### src/rtl/piso_serializer_if.sv
// Handshake and serial-link signals between a word source and the PISO serializer.
// The source side uses the master modport; the serializer uses the slave modport.
interface piso_serializer_if #(
   parameter int WIDTH = 8
);
   logic             in_valid;
   logic             in_ready;
   logic [WIDTH-1:0] in_data;
   logic             ser_data;
   logic             ser_en;
   logic             busy;
   logic             word_done;

   modport master (
      output in_valid,
      output in_data,
      input  in_ready,
      input  ser_data,
      input  ser_en,
      input  busy,
      input  word_done
   );

   modport slave (
      input  in_valid,
      input  in_data,
      output in_ready,
      output ser_data,
      output ser_en,
      output busy,
      output word_done
   );
endinterface

### src/rtl/piso_serializer.sv
// Parallel-in/serial-out transmitter: WIDTH-bit words go out MSB first, one bit per
// ser_en strobe, with a one-word holding register so consecutive words leave no gap.
module piso_serializer #(
   parameter int WIDTH   = 8,
   parameter int CLK_DIV = 1
) (
   input  logic             clk,
   input  logic             reset,
   piso_serializer_if.slave bus
);
   localparam int CNT_W = $clog2(WIDTH + 1);
   localparam int DIV_W = (CLK_DIV > 1) ? $clog2(CLK_DIV) : 1;
   localparam logic [CNT_W-1:0] CNT_FULL = CNT_W'(WIDTH);
   localparam logic [CNT_W-1:0] CNT_ONE  = CNT_W'(1);
   localparam logic [DIV_W-1:0] DIV_LAST = DIV_W'(CLK_DIV - 1);
   localparam logic [DIV_W-1:0] DIV_ONE  = DIV_W'(1);

   typedef enum logic {IDLE, SHIFT} state_t;

   state_t           state, state_d;
   logic [WIDTH-1:0] shreg, shreg_d;
   logic [WIDTH-1:0] hold_reg, hold_reg_d;
   logic             hold_valid, hold_valid_d;
   logic [CNT_W-1:0] bit_cnt, bit_cnt_d;
   logic [DIV_W-1:0] div_cnt, div_cnt_d;
   logic             accept;
   logic             bit_strobe;
   logic             last_bit;

   assign bus.in_ready = !hold_valid && !reset;
   assign accept       = bus.in_valid && bus.in_ready;
   assign bit_strobe   = (state == SHIFT) && (div_cnt == DIV_LAST);
   assign last_bit     = bit_strobe && (bit_cnt == CNT_ONE);

   // shreg is all zeros whenever the FSM is IDLE (every word is shifted fully out),
   // so its MSB can drive ser_data directly as a clean registered output.
   assign bus.ser_data  = shreg[WIDTH-1];
   assign bus.ser_en    = bit_strobe;
   assign bus.busy      = (state == SHIFT);
   assign bus.word_done = last_bit;

   always_ff @(posedge clk or posedge reset) begin
      if (reset) begin
         state      <= IDLE;
         shreg      <= '0;
         hold_reg   <= '0;
         hold_valid <= 1'b0;
         bit_cnt    <= '0;
         div_cnt    <= '0;
      end else begin
         state      <= state_d;
         shreg      <= shreg_d;
         hold_reg   <= hold_reg_d;
         hold_valid <= hold_valid_d;
         bit_cnt    <= bit_cnt_d;
         div_cnt    <= div_cnt_d;
      end
   end

   always_comb begin
      state_d      = state;
      shreg_d      = shreg;
      hold_reg_d   = hold_reg;
      hold_valid_d = hold_valid;
      bit_cnt_d    = bit_cnt;
      div_cnt_d    = div_cnt;
      case (state)
         IDLE: begin
            if (accept) begin
               shreg_d   = bus.in_data;
               bit_cnt_d = CNT_FULL;
               div_cnt_d = '0;
               state_d   = SHIFT;
            end
         end
         SHIFT: begin
            div_cnt_d = bit_strobe ? '0 : div_cnt + DIV_ONE;
            if (bit_strobe) begin
               shreg_d   = {shreg[WIDTH-2:0], 1'b0};
               bit_cnt_d = bit_cnt - CNT_ONE;
            end
            // Last bit: reload from the holding register first, then a fresh word,
            // so the next word's MSB follows without an idle bit.
            if (last_bit) begin
               if (hold_valid) begin
                  shreg_d      = hold_reg;
                  hold_valid_d = 1'b0;
                  bit_cnt_d    = CNT_FULL;
                  div_cnt_d    = '0;
               end else if (accept) begin
                  shreg_d   = bus.in_data;
                  bit_cnt_d = CNT_FULL;
                  div_cnt_d = '0;
               end else begin
                  state_d = IDLE;
               end
            end else if (accept) begin
               hold_reg_d   = bus.in_data;
               hold_valid_d = 1'b1;
            end
         end
         default: state_d = IDLE;
      endcase
   end
endmodule

### src/flat_wrapper.sv
// flat-port wrapper written by rule: the top's interface ports become plain ports
module piso_serializer_flat 
#(
   parameter int WIDTH   = 8,
   parameter int CLK_DIV = 1
)
  (clk, reset, bus_in_valid, bus_in_data, bus_in_ready, bus_ser_data, bus_ser_en, bus_busy, bus_word_done);
  piso_serializer_if #(.WIDTH(WIDTH)) bus_i ();
  input  logic clk;
  input  logic reset;
  input wire logic [$bits(bus_i.in_valid)-1:0] bus_in_valid;
  input wire logic [$bits(bus_i.in_data)-1:0] bus_in_data;
  output wire logic [$bits(bus_i.in_ready)-1:0] bus_in_ready;
  output wire logic [$bits(bus_i.ser_data)-1:0] bus_ser_data;
  output wire logic [$bits(bus_i.ser_en)-1:0] bus_ser_en;
  output wire logic [$bits(bus_i.busy)-1:0] bus_busy;
  output wire logic [$bits(bus_i.word_done)-1:0] bus_word_done;
  assign bus_i.in_valid = bus_in_valid;
  assign bus_i.in_data = bus_in_data;
  assign bus_in_ready = bus_i.in_ready;
  assign bus_ser_data = bus_i.ser_data;
  assign bus_ser_en = bus_i.ser_en;
  assign bus_busy = bus_i.busy;
  assign bus_word_done = bus_i.word_done;
  piso_serializer #(.WIDTH(WIDTH), .CLK_DIV(CLK_DIV)) u_core (.clk(clk), .reset(reset), .bus(bus_i));
endmodule
### config.mk
export PLATFORM = sky130hd
export DESIGN_NAME = piso_serializer_flat
export DESIGN_NICKNAME = d
export VERILOG_FILES = /design/src/rtl/piso_serializer_if.sv /design/src/rtl/piso_serializer.sv /design/src/flat_wrapper.sv
export SDC_FILE = /design/constraint.sdc
export NUM_CORES = 1
export LEC_CHECK = 0
export CAP_MARGIN = 20
export CORE_MARGIN = 3
export CORE_UTILIZATION = 36
export DETAILED_ROUTE_END_ITERATION = 8
export GPL_ROUTABILITY_DRIVEN = 0
export GPL_TIMING_DRIVEN = 0
export SETUP_SLACK_MARGIN = 0.15
export SYNTH_ARGS = -nofsm -noshare
export SYNTH_HDL_FRONTEND = slang
export SYNTH_SLANG_ARGS = --single-unit
export TNS_END_PERCENT = 100
### constraint.sdc
create_clock -name clk -period 4.94 [get_ports clk]
set_input_delay 1.482 -clock clk [delete_from_list [all_inputs] [get_ports clk]]
set_output_delay 1.482 -clock clk [all_outputs]
set_load 0.01 [all_outputs]
==> flow_summary.json <==
{
  "slew_headroom_pct": 41.4,
  "crit_path_end_kind": "output pin",
  "worstPathRequired_ns": 3.46,
  "synthesis.area_sq_mm": 0.00122,
  "grt_start_max_net_pins": 24,
  "port_buffers": 15,
  "worst_setup_path_start_kind": "input port",
  "finClkSkew_ns": 0.00417,
  "grt_pass1_wl_um": 4410,
  "wire_per_inst_um": 15.4,
  "cts-buffers-inserted": 3,
  "layout_commonest_cell": "dfrtp_1",
  "rsz0062_at_grt": "no",
  "yosysTopAreaCell": "dfrtp_1",
  "run_status": "finished, final reports clean",
  "die_area_sq_mm": 0.00413,
  "r2r_start": "u_core.bit_cnt[1]",
  "synthArstFlopShare_pct": 100,
  "p_per_area_mw_per_mm2": 485,
  "synthDistinctLibCells": 35,
  "root_buffer": "clkbuf_4",
  "drive_gt1_share_pct": 24.4,
  "ys_ff_latch": 23,
  "path_class": "in2out",
  "fill_cells": 300,
  "cts.clk_slew.worst_paths_ns": 0.12,
  "ios": 16,
  "synth_edf_count": 0,
  "cts.sinks": 23,
  "die_w_um": 64.3,
  "ctsHoldBuffers": 0,
  "maxCapViolCount": 0,
  "grt_pass1_vias": 925,
  "clock_path_buffers": 2,
  "synth_ff_type": "dfrtp_1",
  "area_delta_synth_final_pct": 18.9,
  "worst_slew_pin_slew_ns": 0.879,
  "hold_start": "u_core.bit_cnt[3]",
  "drtIter0Drc": 37,
  "core_area_sq_mm": 0.00315,
  "setup_ws_ns": 0.824,
  "critical_path.startpoint": "reset",
  "pre_cts_ws_ns": 0.825,
  "setup_viol": 0,
  "antenna_cells": 0,
  "via_per_inst": 5.33,
  "worstPathArrival_ns": 2.63,
  "mostFrequentLayoutCells": "dfrtp_1, clkdlybuf4s50_1, mux2_2, mux2i_1, a22oi_1",
  "grt.total_usage_pct": 13.6,
  "synth_seq_area_share_pct": 47.0,
  "yosysTopAreaCellShare_pct": 47.0,
  "cts_max_level": 1,
  "hold_class": "reg2reg",
  "cts_setup_buffers": 0,
  "final_max_slew_viol_count": 0,
  "syn_avg_cell_area_sq_um": 11.8,
  "setup_tns_ns": 0,
  "dp.cells": 163,
  "syn_inst": 104,
  "die_y_um": 64.3,
  "path_max_fanout": 4,
  "cts_tree": "built",
  "wl_um": 2580,
  "ant_nets": 0,
  "insertion_delay_ns": 0.30,
  "fin_crit_ns": 4.12,
  "final-instance-count-excl-fill": 167,
  "syn-num-nets": 117,
  "synth-warning-count": 0,
  "post-route-period-util_pct": 83.3,
  "rows": 20,
  "synth.top_cells.by_area": "dfrtp_1, mux2_2, mux2i_1, a22oi_1, o211ai_1",
  "ir_worst_vdd_mv": 0.191,
  "regArea_sq_um": 576,
  "leakage_uw": 0.000580,
  "routed-via-count": 890,
  "antenna_found_initial": 0,
  "cts_resized": 0,
  "timing.fmax_ghz": 0.243,
  "hold_viol": 0,
  "first_pass_iters": 4,
  "grt_overflow_total": 0,
  "place_hpwl_um": 1840,
  "drc": 0,
  "start_util_pct": 38.8,
  "multi_input_area_sq_um": 577,
  "nNetsFinal": 137
}
[cell families after synthesis]
logic type / count (synthesis) / share of synthesized area (%)
compound gates: 28 / 17.8
simple gates: 25 / 14.2
flops: 23 / 47.0
mux: 15 / 13.1
buf+inv: 11 / 5.83
fa+ha+maj: 2 / 2.04
[Yosys cell counts (3+ instances only)]
master,n
dfrtp_1,23
mux2i_1,7
nor2_1,3
o211ai_1,5
mux2_2,8
nand3_1,4
nand3_2,3
inv_1,6
a22oi_1,7
o211ai_2,3
o21ai_0,5
[routing by layer]
| layer | up-vias | track usage [%] | wire [um] |
|---|---|---|---|
| li1 | 429 | - | - |
| met1 | 441 | 17.2 | 1190 |
| met2 | 18 | 23.1 | 1260 |
| met3 | 2 | 2.28 | 107 |
| met4 | 0 | 5.28 | 18 |
| met5 | - | 0 | 0 |
[final cells by class]
type	instances	area share [%]
inverters	6	1.55
flip-flops and latches	23	39.6
repair buffers	15	10.3
clock buffers	4	1.81
plain buffers	5	3.35
well taps	44	3.78
multi-input cells	70	39.6
[stage by stage]
stage | util [%] | total power (uW) | hold WS [ns] | area, sq um
detailed placement | 45.3 | 625 | 0.494 | 1430
finish | 46.2 | 706 | 0.522 | 1460
CTS | 46.2 | 714 | 0.527 | 1460
global route | 46.2 | 760 | 0.551 | 1460
global placement | 45.3 | 607 | 0.484 | 1430
floorplan | - | 535 | 0.463 | 1220
[worst paths after layout]
check | to | slack (ns) | cells past startpoint
setup reg to reg | u_core.hold_reg[3] | 2.91 | 6
hold / removal | u_core.bit_cnt[3] | 0.52 | 1
hold reg to reg | u_core.bit_cnt[3] | 0.52 | 1
setup / recovery | bus_in_ready | 0.82 | 3
min in group asynchronous | u_core.bus.busy | 1.73 | 2
max in group asynchronous | u_core.hold_reg[0] | 2.67 | 2
[power breakdown]
group	switching [uW]	internal (uW)
registers	54.6	263
logic	140	161
clock network	55.9	31.4
[critical path: stages]
cell and delay, ns:
clkdlybuf4s50_1 0.45, nor2_1 0.14, clkdlybuf4s50_1 0.56
Power figures use the tool's default switching activity.
